`src/rtl/ac_seq_ctrl.sv`:
```
// Command sequencer for the accumulator + ripple-adder datapath: LOAD/ADD/SUB/READ with
// adder settle time and sticky signed overflow. Define AC_SEQ_CTRL_SAT_EN to saturate on overflow.
module ac_seq_ctrl #(
   parameter int unsigned N       = 8,
   parameter int unsigned ADD_LAT = 2
) (
   input  logic         clk,
   input  logic         rst,
   input  logic         cmd_valid,
   output logic         cmd_ready,
   input  logic [1:0]   cmd_op,
   input  logic [N-1:0] cmd_data,
   input  logic [N-1:0] ac_q,
   input  logic [N-1:0] sum,
   output logic         ac_en,
   output logic         ac_sel,
   output logic [N-1:0] opnd,
   output logic         alu_sub,
   output logic         rsp_valid,
   input  logic         rsp_ready,
   output logic [N-1:0] rsp_data,
   output logic         ovf,
   output logic         busy
);

   localparam logic [1:0] StIdle   = 2'd0;
   localparam logic [1:0] StSettle = 2'd1;
   localparam logic [1:0] StWr     = 2'd2;
   localparam logic [1:0] StRsp    = 2'd3;

   localparam logic [1:0] OpLoad = 2'b00;
   localparam logic [1:0] OpAdd  = 2'b01;
   localparam logic [1:0] OpSub  = 2'b10;
   localparam logic [1:0] OpRead = 2'b11;

   localparam logic [3:0] LatCnt = 4'(ADD_LAT);

   logic [1:0]   state_q, state_d;
   logic [3:0]   cnt_q, cnt_d;
   logic [N-1:0] opnd_q, opnd_d;
   logic         alu_sub_q, alu_sub_d;
   logic         arith_q, arith_d;
   logic [N-1:0] rsp_data_q, rsp_data_d;
   logic         ovf_q, ovf_d;

   logic cmd_fire;
   logic ovf_now;
   logic sa, sb, ss;

   assign cmd_ready = (state_q == StIdle) && rst;
   assign cmd_fire  = cmd_valid && cmd_ready;

   // Signed overflow from the sign bits of accumulator, operand and adder result
   assign sa      = ac_q[N-1];
   assign sb      = opnd_q[N-1];
   assign ss      = sum[N-1];
   assign ovf_now = alu_sub_q ? ((sa != sb) && (ss != sa)) : ((sa == sb) && (ss != sa));

   always_comb begin
      state_d    = state_q;
      cnt_d      = cnt_q;
      opnd_d     = opnd_q;
      alu_sub_d  = alu_sub_q;
      arith_d    = arith_q;
      rsp_data_d = rsp_data_q;
      ovf_d      = ovf_q;
      case (state_q)
         StIdle: begin
            if (cmd_fire) begin
               opnd_d    = cmd_data;
               alu_sub_d = (cmd_op == OpSub);
               arith_d   = (cmd_op == OpAdd) || (cmd_op == OpSub);
               case (cmd_op)
                  OpLoad: state_d = StWr;
                  OpAdd, OpSub: begin
                     if (ADD_LAT == 0) begin
                        state_d = StWr;
                     end else begin
                        state_d = StSettle;
                        cnt_d   = LatCnt;
                     end
                  end
                  OpRead: begin
                     state_d    = StRsp;
                     rsp_data_d = ac_q;
                  end
                  default: state_d = StIdle;
               endcase
            end
         end
         StSettle: begin
            cnt_d = cnt_q - 4'd1;
            if (cnt_q <= 4'd1) begin
               state_d = StWr;
            end
         end
         StWr: begin
            state_d = StIdle;
            if (arith_q) begin
               if (ovf_now) begin
                  ovf_d = 1'b1;
               end
            end else begin
               ovf_d = 1'b0;
            end
         end
         StRsp: begin
            if (rsp_ready) begin
               state_d = StIdle;
            end
         end
         default: state_d = StIdle;
      endcase
   end

   always_comb begin
      ac_en  = (state_q == StWr);
      ac_sel = ac_en && arith_q;
      opnd   = opnd_q;
`ifdef AC_SEQ_CTRL_SAT_EN
      // Clamp by routing a saturated operand through the mux instead of the wrapped sum
      if (ac_en && arith_q && ovf_now) begin
         ac_sel = 1'b0;
         opnd   = sa ? {1'b1, {(N-1){1'b0}}} : {1'b0, {(N-1){1'b1}}};
      end
`endif
   end

   assign alu_sub   = alu_sub_q;
   assign rsp_valid = (state_q == StRsp);
   assign rsp_data  = rsp_data_q;
   assign ovf       = ovf_q;
   assign busy      = (state_q != StIdle);

   always_ff @(posedge clk or negedge rst) begin
      if (!rst) begin
         state_q    <= StIdle;
         cnt_q      <= '0;
         opnd_q     <= '0;
         alu_sub_q  <= 1'b0;
         arith_q    <= 1'b0;
         rsp_data_q <= '0;
         ovf_q      <= 1'b0;
      end else begin
         state_q    <= state_d;
         cnt_q      <= cnt_d;
         opnd_q     <= opnd_d;
         alu_sub_q  <= alu_sub_d;
         arith_q    <= arith_d;
         rsp_data_q <= rsp_data_d;
         ovf_q      <= ovf_d;
      end
   end

endmodule

```
`config.mk`:
```
export PLATFORM = sky130hd
export DESIGN_NAME = ac_seq_ctrl
export DESIGN_NICKNAME = d
export VERILOG_FILES = /design/src/rtl/ac_seq_ctrl.sv
export SDC_FILE = /design/constraint.sdc
export NUM_CORES = 1
export LEC_CHECK = 0
export ABC_CLOCK_PERIOD_IN_PS = 4100
export CAP_MARGIN = 15
export CORE_ASPECT_RATIO = 0.5
export CORE_MARGIN = 5
export CORE_UTILIZATION = 35
export DETAILED_ROUTE_END_ITERATION = 16
export PLACE_DENSITY = 0.68
export SLEW_MARGIN = 20
export SYNTH_ARGS = -nofsm -noshare
export SYNTH_HDL_FRONTEND = slang
export SYNTH_SLANG_ARGS = --single-unit
export TNS_END_PERCENT = 100
```
`constraint.sdc`:
```
create_clock -name clk -period 4.1 [get_ports clk]
set_input_delay 0.82 -clock clk [delete_from_list [all_inputs] [get_ports clk]]
set_output_delay 0.82 -clock clk [all_outputs]
set_load 0.005 [all_outputs]
```
==> results of run 1 <==
[cell usage in the layout (no fill, tap or decap), drive strengths merged]
master / instances
o21ai: 1
clkinv: 1
and3: 1
nor3: 1
or2: 1
ha: 5
dfrtp: 25
buf: 2
nor4: 1
nand3b: 2
mux2: 17
xnor2: 1
nor2b: 2
o41ai: 2
inv: 5
xor2: 1
a22oi: 1
o22ai: 1
a22o: 1
a21oi: 2
nor2: 3
o31a: 1
nand2: 6
nor4bb: 1
clkbuf: 3
nand2b: 4
o2bb2ai: 1
and2: 3
clkdlybuf4s50: 45
mux2i: 1
nor3b: 1
[per-layer routing]
layer | up-vias | global-route usage | wire (microns) | part of all wire
li1 | 422 | - | - | -
met1 | 413 | 0.1152 | 1014 | 0.41
met2 | 14 | 0.1962 | 1314 | 0.53
met3 | 4 | 0.03324 | 116 | 0.047
met4 | 0 | 0.04317 | 32 | 0.013
met5 | - | 0 | 0 | 0
[through the flow]
step	cells	total power, mW
2_1_floorplan	95	0.7447
3_3_place_gp	189	1.012
3_5_place_dp	189	1.023
4_1_cts	193	1.176
5_1_grt	193	1.239
6_report	193	1.155
[final cells by class]
cell class / instances / share of cell area
Sequential cell: 25 / 0.3526
Clock inverter: 1 / 0.002821
Clock buffer: 3 / 0.02327
Multi-Input combinational cell: 61 / 0.3124
Tap cell: 51 / 0.03597
Inverter: 5 / 0.01058
Timing Repair Buffer: 47 / 0.2623
[final timing paths]
| kind | to | cells after the start | from |
|---|---|---|---|
| max in group asynchronous | opnd[6] | 2 | rst |
| setup / recovery | cmd_ready | 3 | rst |
| hold reg to reg | ovf | 1 | ovf |
| min in group asynchronous | alu_sub | 2 | rst |
| setup reg to reg | rsp_data[5] | 3 | state_q[1] |
| hold / removal | ovf | 1 | ovf |
[power by group through the flow]
stage,Sequential [mW],Combinational [mW],Clock (mW)
2_1_floorplan,0.453,0.291,0
3_3_place_gp,0.470,0.542,0
3_5_place_dp,0.475,0.548,0
4_1_cts,0.470,0.551,0.155
5_1_grt,0.491,0.586,0.163
6_report,0.470,0.541,0.145
[state kept, by name, indices dropped and copies added, names as in the netlist]
name / flops
alu_sub: 1
arith_q: 1
opnd: 8
state_q: 2
rsp_data: 8
ovf: 1
cnt_q: 4
[cells by family (layout without fill, tap and decap cells)]
kind of cell             Yosys count  count (layout)  share of synthesized area
flip-flops                        25              25                     0.5076
buffers and inverters              9              56                    0.04264
multiplexers                      18              18                     0.1848
AND/OR/NAND/NOR                   26              26                     0.1371
XOR/XNOR                           2               2                    0.01422
AO/OA/AOI/OAI                     10              10                    0.06295
adder cells (fa/ha/maj)            5               5                    0.05076
==> summary.txt, run 1 <==
Status
  – Status: finished, final reports clean

Clock network
  – Max Buffers Root-to-Sink: 2
  – TritonCTS buffer count: 3
  – H-tree levels: 1
  – CTS Sinks: 25
  – Hold_buf cts: 0
  – CTS tree: built
  – Clk slew on worst S/H paths: 0.09 ns
  – Post-CTS setup buffer count: 0
  – Root buf cell: clkbuf_8
  – Post-CTS Resized: 0
  – Clk Latency, worst-skew pair: approximately 0.27 ns

Floorplanning
  – Die Area: about 0.005 sq mm
  – Core area: between 0.003 and 0.004 sq mm
  – # IOs: 53
  – Die height: 51.96 microns
  – Die X-Extent: 93.92 microns
  – Site row count: 15
  – Initial core utilization: 0.3608

Finish
  – Seq. cell area: 625.6 sq um
  – Ant. Diodes: 0
  – Final core occ: 0.5194
  – Area grow syn2layout: 43.96%
  – Multi-input logic area: about 550 sq um
  – Fill cell count: around 310
  – Layout Nets: 178
  – Share of layout cells above drive strength 1: 0.1972
  – Cell area after layout: between 0.0015 and 0.002 sq mm

Drt
  – Initial DRC count: 14
  – Average routed wire per standard cell: 12.84 microns
  – Avg Vias per Cell: between 4 and 5
  – DRT Pass-1 Iters: 4
  – Post-route ant nets: 0
  – WL final: 2.478 mm
  – Vias post-DR: between 800 and 900
  – DRC: 0

Synthesis
  – Cell variety after synth: 32
  – Ys async rst share: 1.000
  – Largest cells by area after synthesis: dfrtp_1 51%, mux2_2 9.1%, mux2_4 8.5%
  – Post-synth top cells: 25 x dfrtp_1, 10 x mux2_2, 7 x mux2_4
  – Synth Flop Type: dfrtp_1
  – Most common cell in the netlist: dfrtp_1
  – Netlist Area Pre-Place: about 0.0012 sq mm
  – FF+latch count, synth: 25
  – EDFF count, synth: 0
  – Post-Synthesis Cells: 95
  – Cell taking the most area after synthesis: dfrtp_1
  – Synth top area share: 0.5076
  – Warnings, synthesis: 0
  – Avg Inst Size Synth: between 10 and 15 sq um
  – Syn_nets: between 100 and 150
  – Seq/Total Area, Yosys: 0.5076

Worst setup path
  – Most frequent CP cell: clkdlybuf4s50_1
  – R2r setup slk: ~2.4 ns
  – Endpoint type of the worst setup path: output pin
  – Worst Path Max Fanout: 3
  – Slowest cell delay on critical path: 0.54 ns
  – Critical-path cell list: clkdlybuf4s50_1 > nor3b_2 > clkdlybuf4s50_1
  – Critical path data required time: around 3.3 ns
  – Crit-path leading delay family: buffers and inverters
  – Crit Path Class: in -> out
  – Slowest-stage cell, CP: clkdlybuf4s50_1
  – Buf/Inv on CP: 2
  – Arrival time of the worst setup path: around 2 ns
  – Kind of launch point of the worst setup path: primary input

Placed design
  – Placed cell areas: ~0.0017 sq mm
  – Buffers on Ports: 45
  – DP HPWL: roughly 1.9 mm
  – GPL Wtd Cong: 0.8009
  – Place WS: approximately 1.2 ns

Timing
  – Crit share post-route: 0.7018
  – Unrepaired setup endpoints after global routing: no
  – Setup ws final: 1.223 ns
  – Relative slew slack: 0.7194
  – Hold WS: ~0.51 ns
  – Hold Vio Cnt, Final: 0
  – # setup viols final: 0
  – Final Max Tran Viols: 0
  – Slew @ Worst Pin: between 0.4 and 0.5 ns
  – Setup TNS: 0 ns
  – Fmax: 0.3476 GHz
  – Tmin final: approximately 2.9 ns
  – Clock skew: roughly 0.0064 ns

Power and ir drop
  – PwrDens: about 650 mW/mm^2
  – NetSw: roughly 0.35 mW
  – VDD IR-drop max: roughly 0.21 mV
  – Sequential power share: 0.406
  – P_int: between 0.8 and 0.9 mW
  – Logic pwr share: 0.468
  – Leak: between 0.7 and 0.8 nW
  – Clock group share of total power: 0.125
  – Sw frac: 0.3028

Global routing
  – GRT overflow: 0
  – Global-route wire length before repair: between 3 and 4 mm
  – Vias in the first global route: between 800 and 900
  – Pin count of the biggest net entering global routing: 27
  – Total track usage: 0.1065
  – Initial antenna violation count: 0

Worst hold path
  – Hold Path Class: reg -> reg

Flow run
  – Count of max-cap constraint violations: 0
No activity file was read; power rests on OpenSTA's default activity.
==> inputs of run 2 (changes only) <==
--- a/config.mk
+++ b/config.mk
@@ -5,13 +5,13 @@
 export SDC_FILE = /design/constraint.sdc
 export NUM_CORES = 1
 export LEC_CHECK = 0
-export ABC_CLOCK_PERIOD_IN_PS = 4100
+export ABC_CLOCK_PERIOD_IN_PS = 2300
 export CAP_MARGIN = 15
 export CORE_ASPECT_RATIO = 0.5
 export CORE_MARGIN = 5
 export CORE_UTILIZATION = 35
 export DETAILED_ROUTE_END_ITERATION = 16
-export PLACE_DENSITY = 0.68
+export PLACE_DENSITY = 0.71
 export SLEW_MARGIN = 20
 export SYNTH_ARGS = -nofsm -noshare
 export SYNTH_HDL_FRONTEND = slang
==> constraint.sdc (replaced) <==
create_clock -name clk -period 2.3 [get_ports clk]
set_input_delay 0.46 -clock clk [delete_from_list [all_inputs] [get_ports clk]]
set_output_delay 0.46 -clock clk [all_outputs]
set_load 0.005 [all_outputs]
==> run 2 against run 1 <==
Against the previous run: die area is the same; combinational power increased by 96%; worst setup slack lost 1.1 ns; first-iteration DRC count up 57%; critical endpoint unchanged.
==> summary.txt, run 2 (same netlist as run 1, synthesis figures left out) <==
Worst setup path
  – Slowest cell delay on critical path: around 0.53 ns
  – Reg2reg end: rsp_data[1]
  – Arrival time of the worst setup path: 1.69 ns
  – Endpoint type of the worst setup path: output pin
  – Worst flop-to-flop path startpoint: state_q[1]
  – Slowest-stage cell, CP: clkdlybuf4s50_1
  – Worst Path Max Fanout: 3
  – Critical path data required time: 1.84 ns
  – Most frequent CP cell: clkdlybuf4s50_1
  – Worst R2R Path Depth: 6
  – Crit Path Class: in -> out
  – Critical-path cell list: clkdlybuf4s50_1 > nor3b_2 > clkdlybuf4s50_1
  – R2r setup slk: ~0.58 ns
  – Critical path launch point: rst
  – Kind of launch point of the worst setup path: primary input

Power and ir drop
  – PwrDens: between 1000 and 1500 mW/mm^2
  – Leak: 0.7898 nW
  – VDD IR-drop max: roughly 0.42 mV
  – Pwr Total: between 2 and 2.5 mW

Clock network
  – Post-CTS setup buffer count: 0
  – Root buf cell: clkbuf_8
  – Max Buffers Root-to-Sink: 2
  – CTS Sinks: 25
  – H-tree levels: 1
  – Clk Latency, worst-skew pair: roughly 0.27 ns
  – CTS tree: built
  – TritonCTS buffer count: 3
  – Post-CTS Resized: 0
  – Clk slew on worst S/H paths: around 0.090 ns
  – Hold_buf cts: 0

Global routing
  – Initial antenna violation count: 0
  – GRT overflow: 0
  – Vias in the first global route: 888
  – Total track usage: 0.1091
  – Pin count of the biggest net entering global routing: 26
  – Global-route wire length before repair: around 4.2 mm

Timing
  – # setup viols final: 0
  – Unrepaired setup endpoints after global routing: no
  – Setup TNS: 0 ns
  – Crit share post-route: 0.9342
  – Slew @ Worst Pin: approximately 0.32 ns
  – Hold Vio Cnt, Final: 0
  – Final Max Tran Viols: 0
  – Clock skew: 0.002820 ns
  – Tmin final: 2.149 ns
  – Fmax: between 0.4 and 0.5 GHz
  – Relative slew slack: 0.7862

Finish
  – Final core occ: 0.5355
  – Commonest non-fill, non-tap cell in the layout: clkdlybuf4s50_1
  – Most frequent cells in the layout: 45 x clkdlybuf4s50_1, 25 x dfrtp_1, 10 x mux2_2
  – Share of layout cells above drive strength 1: 0.2192
  – Cell area after layout: approximately 0.0018 sq mm
  – Fill cell count: 317
  – Layout Nets: 182
  – Ant. Diodes: 0
  – Area grow syn2layout: 48.43%
  – Non-Filler Instances: about 200

Placed design
  – DP Cell Count: roughly 190
  – GPL Wtd Cong: just under 0.8
  – Buffers on Ports: between 40 and 50
  – Placed cell areas: between 0.0015 and 0.002 sq mm
  – DP HPWL: 1.949 mm

Floorplanning
  – Initial core utilization: 0.3608
  – # IOs: 53
  – Die height: between 50 and 60 microns
  – Die Area: ~0.0049 sq mm
  – Site row count: 15
  – Die X-Extent: ~94 microns
  – Core area: approximately 0.0034 sq mm

Status
  – Status: finished, final reports clean

Drt
  – DRC: 0
  – WL final: ~2.5 mm
  – DRT Pass-1 Iters: 4
  – Initial DRC count: 22
  – Vias post-DR: 877
  – Average routed wire per standard cell: about 13 microns
  – Avg Vias per Cell: approximately 4.5
  – Post-route ant nets: 0

Worst hold path
  – Hold Path End: rsp_data[6]
  – Hold Path Class: reg -> reg
  – WHS Path Cells: 1
  – Hold path startpoint: rsp_data[6]

Flow run
  – Count of max-cap constraint violations: 0
[run 2: worst max path at each step]
stage                      to  slack [ns]  cells past startpoint
finish              cmd_ready        0.15                      3
detailed placement  cmd_ready        0.15                      3
global placement    cmd_ready        0.15                      3
floorplan             opnd[0]        0.82                      4
CTS                 cmd_ready        0.15                      3
global route        cmd_ready        0.08                      3
[run 2: power breakdown]
| part | switching [mW] | total [mW] | internal (mW) | leakage [nW] |
|---|---|---|---|---|
| clock network | 0.140 | 0.261 | 0.121 | 0.0255 |
| logic | 0.355 | 1.06 | 0.700 | 0.461 |
| registers | 0.135 | 0.791 | 0.656 | 0.304 |
[run 2: metal layers]
layer,vias up,track usage,share of wire
met2,14,0.1951,0.52
met3,4,0.03035,0.046
met1,428,0.1279,0.42
met5,-,0,0
met4,0,0.03597,0.0084
li1,431,-,-
[run 2: worst max-delay path: cells and delay by family]
kind                   cells  cell delay [ns]
buffers and inverters      2             1.03
AND/OR/NAND/NOR            1             0.20
[run 2: layout make-up]
class	instances	area, sq um	area share
flip-flops and latches	25	625.6	0.3420
multi-input cells	61	554.3	0.3030
repair buffers	51	520.5	0.2845
well taps	51	63.81	0.03488
clock buffers	3	41.29	0.02257
inverters	5	18.77	0.01026
clock inverters	1	5.005	0.002736
[run 2: metrics by stage]
step / setup slack, ns / hold slack [ns]
floorplan: 0.8230 / 0.1644
global placement: 0.1523 / 0.4880
detailed placement: 0.1496 / 0.4939
CTS: 0.1458 / 0.5153
global route: 0.07869 / 0.5304
finish: 0.1513 / 0.5114
